## src/rtl/ymux4_rr_sched.sv

```systemverilog
`default_nettype none
// ============================================================================
// Module   : ymux4_rr_sched
// Purpose  : Round-robin owner scheduler for a shared 4:1 W-bit mux with a
//            registered valid/ready output stage and per-owner burst limit.
// Option   : YMUX_SCHED_PRIO_EN - fixed-priority arbitration, req[0] preempts.
// Revision : 1.0 - initial release
// ============================================================================
module ymux4_rr_sched #(
  parameter int WIDTH    = 32,
  parameter int MAXBURST = 4
) (
  input  logic             clk,
  input  logic             rst_n,
  input  logic [3:0]       req,
  input  logic [WIDTH-1:0] d0,
  input  logic [WIDTH-1:0] d1,
  input  logic [WIDTH-1:0] d2,
  input  logic [WIDTH-1:0] d3,
  output logic [3:0]       gnt,
  output logic [1:0]       sel,
  output logic             out_valid,
  input  logic             out_ready,
  output logic [WIDTH-1:0] out_data,
  output logic [1:0]       out_src
);

  localparam logic [0:0] S_IDLE     = 1'b0;
  localparam logic [0:0] S_OWN      = 1'b1;
  localparam logic [3:0] C_MAXBURST = 4'(MAXBURST);

  logic [0:0]       r_state;
  logic [0:0]       w_next_state;
  logic [1:0]       r_sel;
  logic [3:0]       r_burst_cnt;
  logic             r_out_valid;
  logic [WIDTH-1:0] r_out_data;
  logic [1:0]       r_out_src;

  logic             w_slot_free;
  logic             w_accept;
  logic             w_burst_hit;
  logic             w_prio_hit;
  logic             w_release;
  logic [1:0]       w_choice;
  logic [WIDTH-1:0] w_mux_data;

  assign w_slot_free = ~r_out_valid | out_ready;
  assign w_burst_hit = (r_burst_cnt + 4'd1) == C_MAXBURST;
  assign w_release   = (r_state == S_OWN) &
                       (~req[r_sel] | (w_accept & (w_burst_hit | w_prio_hit)));

`ifdef YMUX_SCHED_PRIO_EN
  logic r_req0_q;
  logic r_prio_pend;
  logic w_prio_rise;

  assign w_prio_rise = req[0] & ~r_req0_q;
  // A rising req[0] behaves like a burst-limit hit for any other owner.
  assign w_prio_hit  = (r_sel != 2'd0) & (r_prio_pend | w_prio_rise);

  always_ff @(posedge clk or negedge rst_n) begin
    if (!rst_n) begin
      r_req0_q    <= 1'b0;
      r_prio_pend <= 1'b0;
    end else begin
      r_req0_q <= req[0];
      if (r_state != S_OWN || w_release) begin
        r_prio_pend <= 1'b0;
      end else if (w_prio_rise && r_sel != 2'd0) begin
        r_prio_pend <= 1'b1;
      end
    end
  end

  always_comb begin
    w_choice = 2'd0;
    if (req[0]) begin
      w_choice = 2'd0;
    end else if (req[1]) begin
      w_choice = 2'd1;
    end else if (req[2]) begin
      w_choice = 2'd2;
    end else if (req[3]) begin
      w_choice = 2'd3;
    end
  end
`else
  logic [1:0] r_last;
  logic [1:0] w_idx;
  logic       w_found;

  assign w_prio_hit = 1'b0;

  always_ff @(posedge clk or negedge rst_n) begin
    if (!rst_n) begin
      r_last <= 2'd3;
    end else if (w_release) begin
      r_last <= r_sel;
    end
  end

  // Cyclic search starting just after the previous owner.
  always_comb begin
    w_choice = r_last;
    w_found  = 1'b0;
    w_idx    = r_last;
    for (int i = 1; i <= 4; i++) begin
      w_idx = r_last + 2'(i);
      if (!w_found && req[w_idx]) begin
        w_choice = w_idx;
        w_found  = 1'b1;
      end
    end
  end
`endif

  always_comb begin
    case (r_sel)
      2'd0:    w_mux_data = d0;
      2'd1:    w_mux_data = d1;
      2'd2:    w_mux_data = d2;
      default: w_mux_data = d3;
    endcase
  end

  // State register
  always_ff @(posedge clk or negedge rst_n) begin
    if (!rst_n) begin
      r_state <= S_IDLE;
    end else begin
      r_state <= w_next_state;
    end
  end

  // Next-state logic
  always_comb begin
    w_next_state = r_state;
    case (r_state)
      S_IDLE:  if (|req) w_next_state = S_OWN;
      S_OWN:   if (w_release) w_next_state = S_IDLE;
      default: w_next_state = S_IDLE;
    endcase
  end

  // Output logic: grant only the owner, only when its word can be captured.
  always_comb begin
    w_accept = 1'b0;
    gnt      = 4'b0000;
    if (r_state == S_OWN && req[r_sel] && w_slot_free) begin
      w_accept   = 1'b1;
      gnt[r_sel] = 1'b1;
    end
  end

  always_ff @(posedge clk or negedge rst_n) begin
    if (!rst_n) begin
      r_sel       <= 2'd0;
      r_burst_cnt <= 4'd0;
    end else begin
      case (r_state)
        S_IDLE: begin
          if (|req) begin
            r_sel       <= w_choice;
            r_burst_cnt <= 4'd0;
          end
        end
        S_OWN: begin
          if (w_release) begin
            r_burst_cnt <= 4'd0;
          end else if (w_accept) begin
            r_burst_cnt <= r_burst_cnt + 4'd1;
          end
        end
        default: r_burst_cnt <= 4'd0;
      endcase
    end
  end

  // Output stage: a new capture replaces a word consumed in the same cycle.
  always_ff @(posedge clk or negedge rst_n) begin
    if (!rst_n) begin
      r_out_valid <= 1'b0;
      r_out_data  <= '0;
      r_out_src   <= 2'd0;
    end else if (w_accept) begin
      r_out_valid <= 1'b1;
      r_out_data  <= w_mux_data;
      r_out_src   <= r_sel;
    end else if (out_ready) begin
      r_out_valid <= 1'b0;
    end
  end

  assign sel       = r_sel;
  assign out_valid = r_out_valid;
  assign out_data  = r_out_data;
  assign out_src   = r_out_src;

endmodule
`default_nettype wire

```

## config.mk

```make
export PLATFORM = sky130hd
export DESIGN_NAME = ymux4_rr_sched
export DESIGN_NICKNAME = d
export VERILOG_FILES = /design/src/rtl/ymux4_rr_sched.sv
export SDC_FILE = /design/constraint.sdc
export NUM_CORES = 1
export LEC_CHECK = 0
export CAP_MARGIN = 20
export CORE_UTILIZATION = 38
export DETAILED_ROUTE_END_ITERATION = 10
export HOLD_SLACK_MARGIN = 0.12
export PLACE_DENSITY_LB_ADDON = 0.05
export SYNTH_ARGS = -nofsm -noshare
export SYNTH_HDL_FRONTEND = slang
export SYNTH_SLANG_ARGS = --single-unit
```

## constraint.sdc

```tcl
create_clock -name clk -period 2.8 [get_ports clk]
set_clock_uncertainty 0.15 [all_clocks]
set_input_delay 0.42 -clock clk [delete_from_list [all_inputs] [get_ports clk]]
set_output_delay 0.42 -clock clk [all_outputs]
set_load 0.01 [all_outputs]
```

Word-level counts from Yosys, hierarchy flattened
Index checks and enable logic that the tools add are counted.
- add/sub/neg operators: 4
- multipliers: 0
- divide/modulo/power cells: 0
- order comparisons: 6
- equal/unequal tests: 5
- shift-type cells: 0
- muxes and demuxes: 31
- bitwise gates (word level): 7
- reductions and logical operators: 14
- operators with widths (cell ; count):
    one-hot mux 32 bit (3 select lines) ; 1
    two-way mux 4 bit ; 4
    less-than comparator 2 x 3 -> 1 bit, second input constant ; 5
    two-way mux 1 bit ; 14
    binary-select mux 1 bit (select 2 bit) ; 5
    two-way mux 2 bit ; 4
    one-hot mux 4 bit (2 select lines) ; 1
    logical AND 1 bit ; 6
    adder 2 bit, second input constant ; 2
    adder 4 x 1 -> 4 bit, second input constant ; 1
    equality test 4 x 3 -> 1 bit, second input constant ; 1
    AND reduction 2 bit ; 2
    OR reduction 4 bit ; 1
    zero test 1 bit ; 3
    != test 3 x 1 -> 1 bit, second input constant ; 1
    inverter 1 bit ; 3
    adder 2 x 1 -> 2 bit, second input constant ; 1
    AND 1 bit ; 2
    demux 1 bit (select 2 bit) ; 1
    equality test 2 x 1 -> 1 bit, second input constant ; 1
    equality test 2 bit, second input constant ; 1
    greater-or-equal comparator 2 x 1 -> 1 bit, second input constant ; 1
    zero test 2 bit ; 1
    != test 2 bit, second input constant ; 1
    3 further kinds ; 4
- register bits after elaboration: 44
- bits in latches: 0
- bits in writable memories: 0
- memory bits (read-only): 0
- bits of input ports: 135
- output and inout bits: 41
- logic and storage cells: 74
- memories: 0

Logic depth before layout (Yosys ltp)
- depth in word-level cells: 13
- mapped depth: 7

Worst setup path after synthesis
No wires, ideal clock.
- kind: reg-to-reg
- start: register r_sel[0] (netlist: sel[0])
- end: register r_out_data[24] (netlist: out_data[24])
- data arrival time: 1.714 ns
- path slack: 0.811 ns
- stages on the path, launching flop included: 5
- clock period less this slack: 1.989 ns
- path through: dfrtp_1 -> buf_4 -> buf_2 -> mux4_2 -> mux2_4
- word-level cells in the longest chain between the ends: 5
- ends and longest elaborated chain (element ; RTL line ; text):
    start, declared ; 34 ; logic [1:0] r_sel;
    start signal, assigned ; 164 ; r_sel <= w_choice;
    binary-select mux 1 bit (select 2 bit) ; 150 ; if (r_state == S_OWN && req[r_sel] && w_slot_free) begin
    two-way mux 1 bit (not written as such) ; 150 ;
    logical AND 1 bit (2 in a row) ; 150 ;
    two-way mux 1 bit ; 150 ;
    end signal, assigned ; 188 ; r_out_data <= w_mux_data;
    end, declared ; 37 ; logic [WIDTH-1:0] r_out_data;
Parallel ways exist; a longest one is shown, timed or not. The select of a mux whose other input is x is not followed.
A chain may end at the register's enable or synchronous reset.

Worst setup path in the final report
- start: input req[1]
- end: output gnt[1]
- word-level cells in the longest chain between the ends: 5
- ends and longest elaborated chain (element ; RTL line ; text):
    start, declared ; 15 ; input logic [3:0] req,
    binary-select mux 1 bit (select 2 bit) ; 150 ;
    two-way mux 1 bit (not written as such) ; 150 ;
    logical AND 1 bit (2 in a row) ; 150 ;
    two-way mux 4 bit ; 150 ;
    end, declared ; 20 ; output logic [3:0] gnt,
No other way between the ends. The select of a mux whose other input is x is not followed.

==> flow_metrics.py <==
metrics = {
    "status": {
        "status": "finished clean",
    },
    "drt": {
        "drt-vias-per-instance": 5.12,
        "drtAntennaViolNets": 0,
        "wl_mm": 8.24,
        "wl_per_cell_um": 17.7,
        "drcViolationCount": 0,
        "drt-pass1-iter-count": 4,
        "num_vias": 2381,
        "drt_iter0_markers": 57,
    },
    "power_and_ir_drop": {
        "power.total_w": 0.00450,
        "irDropWorstVdd_mv": 0.748,
        "leakagePower_nw": 1.93,
        "power_switching_w": 0.00150,
        "combPwrFrac": 0.655,
        "clock_power_share": 0.083,
        "pwr-share-seq": 0.262,
        "swShare": 0.334,
        "intPower_w": 0.00300,
        "p_per_area_nw_per_um2": 935,
    },
    "worst_setup_path": {
        "cp.required_ns": 2.23,
        "rrSetupSlack_ns": 0.53,
        "cp-end-kind": "output port",
        "arrival_ns": 1.90,
        "critPathKind": "in2out",
        "slowest_stage": "clkdlybuf4s50_1",
        "path_cells": "clkdlybuf4s50_1 -> mux2i_4 -> nor2_1 -> nand2_1 -> nor2_1 -> clkdlybuf4s50_1",
        "worst-path-buf-inv": 2,
        "startpoint_type": "input port",
        "cp_top_family": "buffers and inverters",
        "cp_max_fo": 4,
        "cpPeakStageDelay_ns": 0.54,
    },
    "yosys": {
        "async_reset_ff_frac": 1.00,
        "synth_compound_gate_area_share": 0.0532,
        "yosysWarningCount": 0,
        "synth.yosys.seq_area_share": 0.388,
        "synth_area_sq_um": 2840,
        "synth.area.mux_share": 0.443,
        "syn_nets": 320,
        "syn_inst": 184,
        "synth-edff-count": 0,
        "synth-simple-area-share": 0.0647,
        "synth_top_family_by_area": "multiplexers",
        "synth-xor-area-share": 0.00308,
        "yosys.area_share.adder": 0.00440,
        "syn_avg_cell_area_sq_um": 15.5,
        "ys_ff_latch": 44,
        "synth_flop_cell": "dfrtp_1",
        "yosysUniqueCellTypes": 44,
    },
    "sta": {
        "rsz0062_at_grt": "false",
        "hold_viol_final": 0,
        "setup_viol": 0,
        "tns_ns": 0,
        "final_max_slew_viol_count": 0,
        "finalCriticalPeriod_ns": 2.47,
        "timing.fmax_ghz": 0.404,
        "relSlewSlack": 0.522,
        "worstMarginPinSlew_ns": 0.717,
        "timing.final.crit_share": 0.884,
        "hold_ws_ns": 0.360,
    },
    "layout": {
        "postLayoutCellArea_sq_um": 4810,
        "area_growth_pct": 69.2,
        "antenna_cells": 0,
        "n_fill_cell": 590,
        "drive_gt1_frac": 0.262,
        "finalNetCount": 502,
    },
    "floorplan": {
        "core_sq_um": 7250,
        "die_y_um": 88.5,
        "dieWidth_um": 88.5,
        "num_io_pins": 176,
        "start_util": 0.392,
        "die_area_sq_um": 7830,
        "fp-row-count": 31,
    },
    "clock_network": {
        "root_buffer": "clkbuf_8",
        "clockBufferDepth": 2,
        "cts_buffers": 5,
        "clkLatencyLatePin_ns": 0.30,
        "htree_levels": 2,
        "cts_tree": "done",
        "clk_pin_slew_worst_paths_ns": 0.07,
        "cts.sinks": 44,
    },
    "min_path": {
        "hp-class": "reg2reg",
    },
    "global_routing": {
        "grt.total_usage": 0.220,
        "grt_pass1_vias": 2508,
        "grt_pass1_wl_mm": 12.7,
        "grt_max_degree": 32,
        "antenna_found_initial": 0,
        "grt_overflow": 0,
    },
    "placement": {
        "gp_congestion": 0.844,
        "io_buffers": 175,
        "placed_area_sq_um": 4720,
        "dp_hpwl_mm": 6.52,
    },
    "flow_run": {
        "max_cap_violations": 0,
    },
}
-- state kept, by name, indices dropped and copies added, names as in the netlist --
register / cells
out_data: 32
out_src: 2
out_valid: 1
r_burst_cnt: 4
r_last: 2
r_state: 1
sel: 2
-- metrics by stage --
stage / std cells / setup slack (ns) / util
2_1_floorplan: 184 / 0.811 / -
3_3_place_gp: 457 / 0.0741 / 0.651
3_5_place_dp: 457 / 0.0519 / 0.651
4_1_cts: 465 / 0.0331 / 0.663
5_1_grt: 465 / 0.249 / 0.664
6_report: 465 / 0.325 / 0.664
-- worst reg2reg max path, stage by stage (launching register included) --
cell and delay (ns):
dfrtp_2 0.40, buf_4 0.29, buf_4 0.44, mux4_2 0.62, mux2_4 0.27
-- placed cells by master (no fill, tap or decap), drive strengths merged, types with 4 or more instances in the layout --
cell type      instances
nand2                  8
clkdlybuf4s50        172
o21ai                  4
buf                   14
mux2                  35
dfrtp                 42
nor2b                  4
nand2b                 4
clkbuf                 6
mux4                  32
nor2                   9
-- power by group through the flow --
stage / Combinational [W] / Clock (W) / Sequential (W)
finish: 0.00295 / 0.000376 / 0.00118
CTS: 0.00300 / 0.000394 / 0.00118
detailed placement: 0.00298 / 0 / 0.00119
floorplan: 0.00181 / 0 / 0.00128
global route: 0.00316 / 0.000416 / 0.00123
global placement: 0.00296 / 0 / 0.00117
-- synthesized netlist by cell type (all sizes together) (2+ instances only) --
cell type / instances / area share
o21ai: 4 / 0.0070
mux2i: 2 / 0.016
o22ai: 2 / 0.0092
nor2b: 4 / 0.0088
a21oi: 2 / 0.0035
dfstp: 2 / 0.018
buf: 10 / 0.037
mux4: 32 / 0.25
nor2: 9 / 0.012
nand2: 8 / 0.011
nand2b: 4 / 0.0088
clkbuf: 4 / 0.0053
a31oi: 2 / 0.0044
dfrtp: 42 / 0.37
mux2: 35 / 0.17
-- final cells by class --
class                           count  area [sq um]  share of cell area
Sequential cell                    44          1110               0.230
Timing Repair Buffer              189          1880               0.391
Inverter                            1          3.75            0.000780
Tap cell                           99           124              0.0257
Clock inverter                      1          5.00             0.00104
Clock buffer                        6          72.6              0.0151
Multi-Input combinational cell    125          1620               0.336
-- timing repair --
action / CTS / global route
hold buffers: 1 / 0
setup endpoints to repair: 0 / 2
buffers inserted: 0 / 0
endpoints found under the hold margin: 29 / 0
gates resized for setup: 0 / 2
-- metal layers --
metal | track usage | wire (um) | share of wire | up-vias
met5 | 0 | 0 | 0 | -
met4 | 0.0704 | 159 | 0.019 | 0
met3 | 0.0597 | 583 | 0.071 | 12
met2 | 0.395 | 4260 | 0.52 | 81
met1 | 0.255 | 3240 | 0.39 | 1194
li1 | - | - | - | 1094
-- path summary, 6_finish.rpt --
kind                             startpoint            to  cells past startpoint
max in group asynchronous             rst_n     r_last[1]                      3
worst min register to register  out_data[3]   out_data[3]                      1
min in group asynchronous             rst_n  out_data[20]                      2
worst min-delay path            out_data[3]   out_data[3]                      1
worst max-delay path                 req[1]        gnt[1]                      6
worst max register to register       sel[0]  out_data[15]                      4
-- cells by family (layout without fill, tap and decap cells) --
| logic type | after synthesis | in the layout |
|---|---|---|
| xor gates and xnor gates | 1 | 1 |
| buffers and inverters | 15 | 197 |
| DFF | 44 | 44 |
| and+or+nand+nor | 35 | 35 |
| muxes | 69 | 69 |
| adders and majority gates | 1 | 1 |
| AOI/OAI and AO/OA | 19 | 19 |
(Power assumes the default switching activity.)
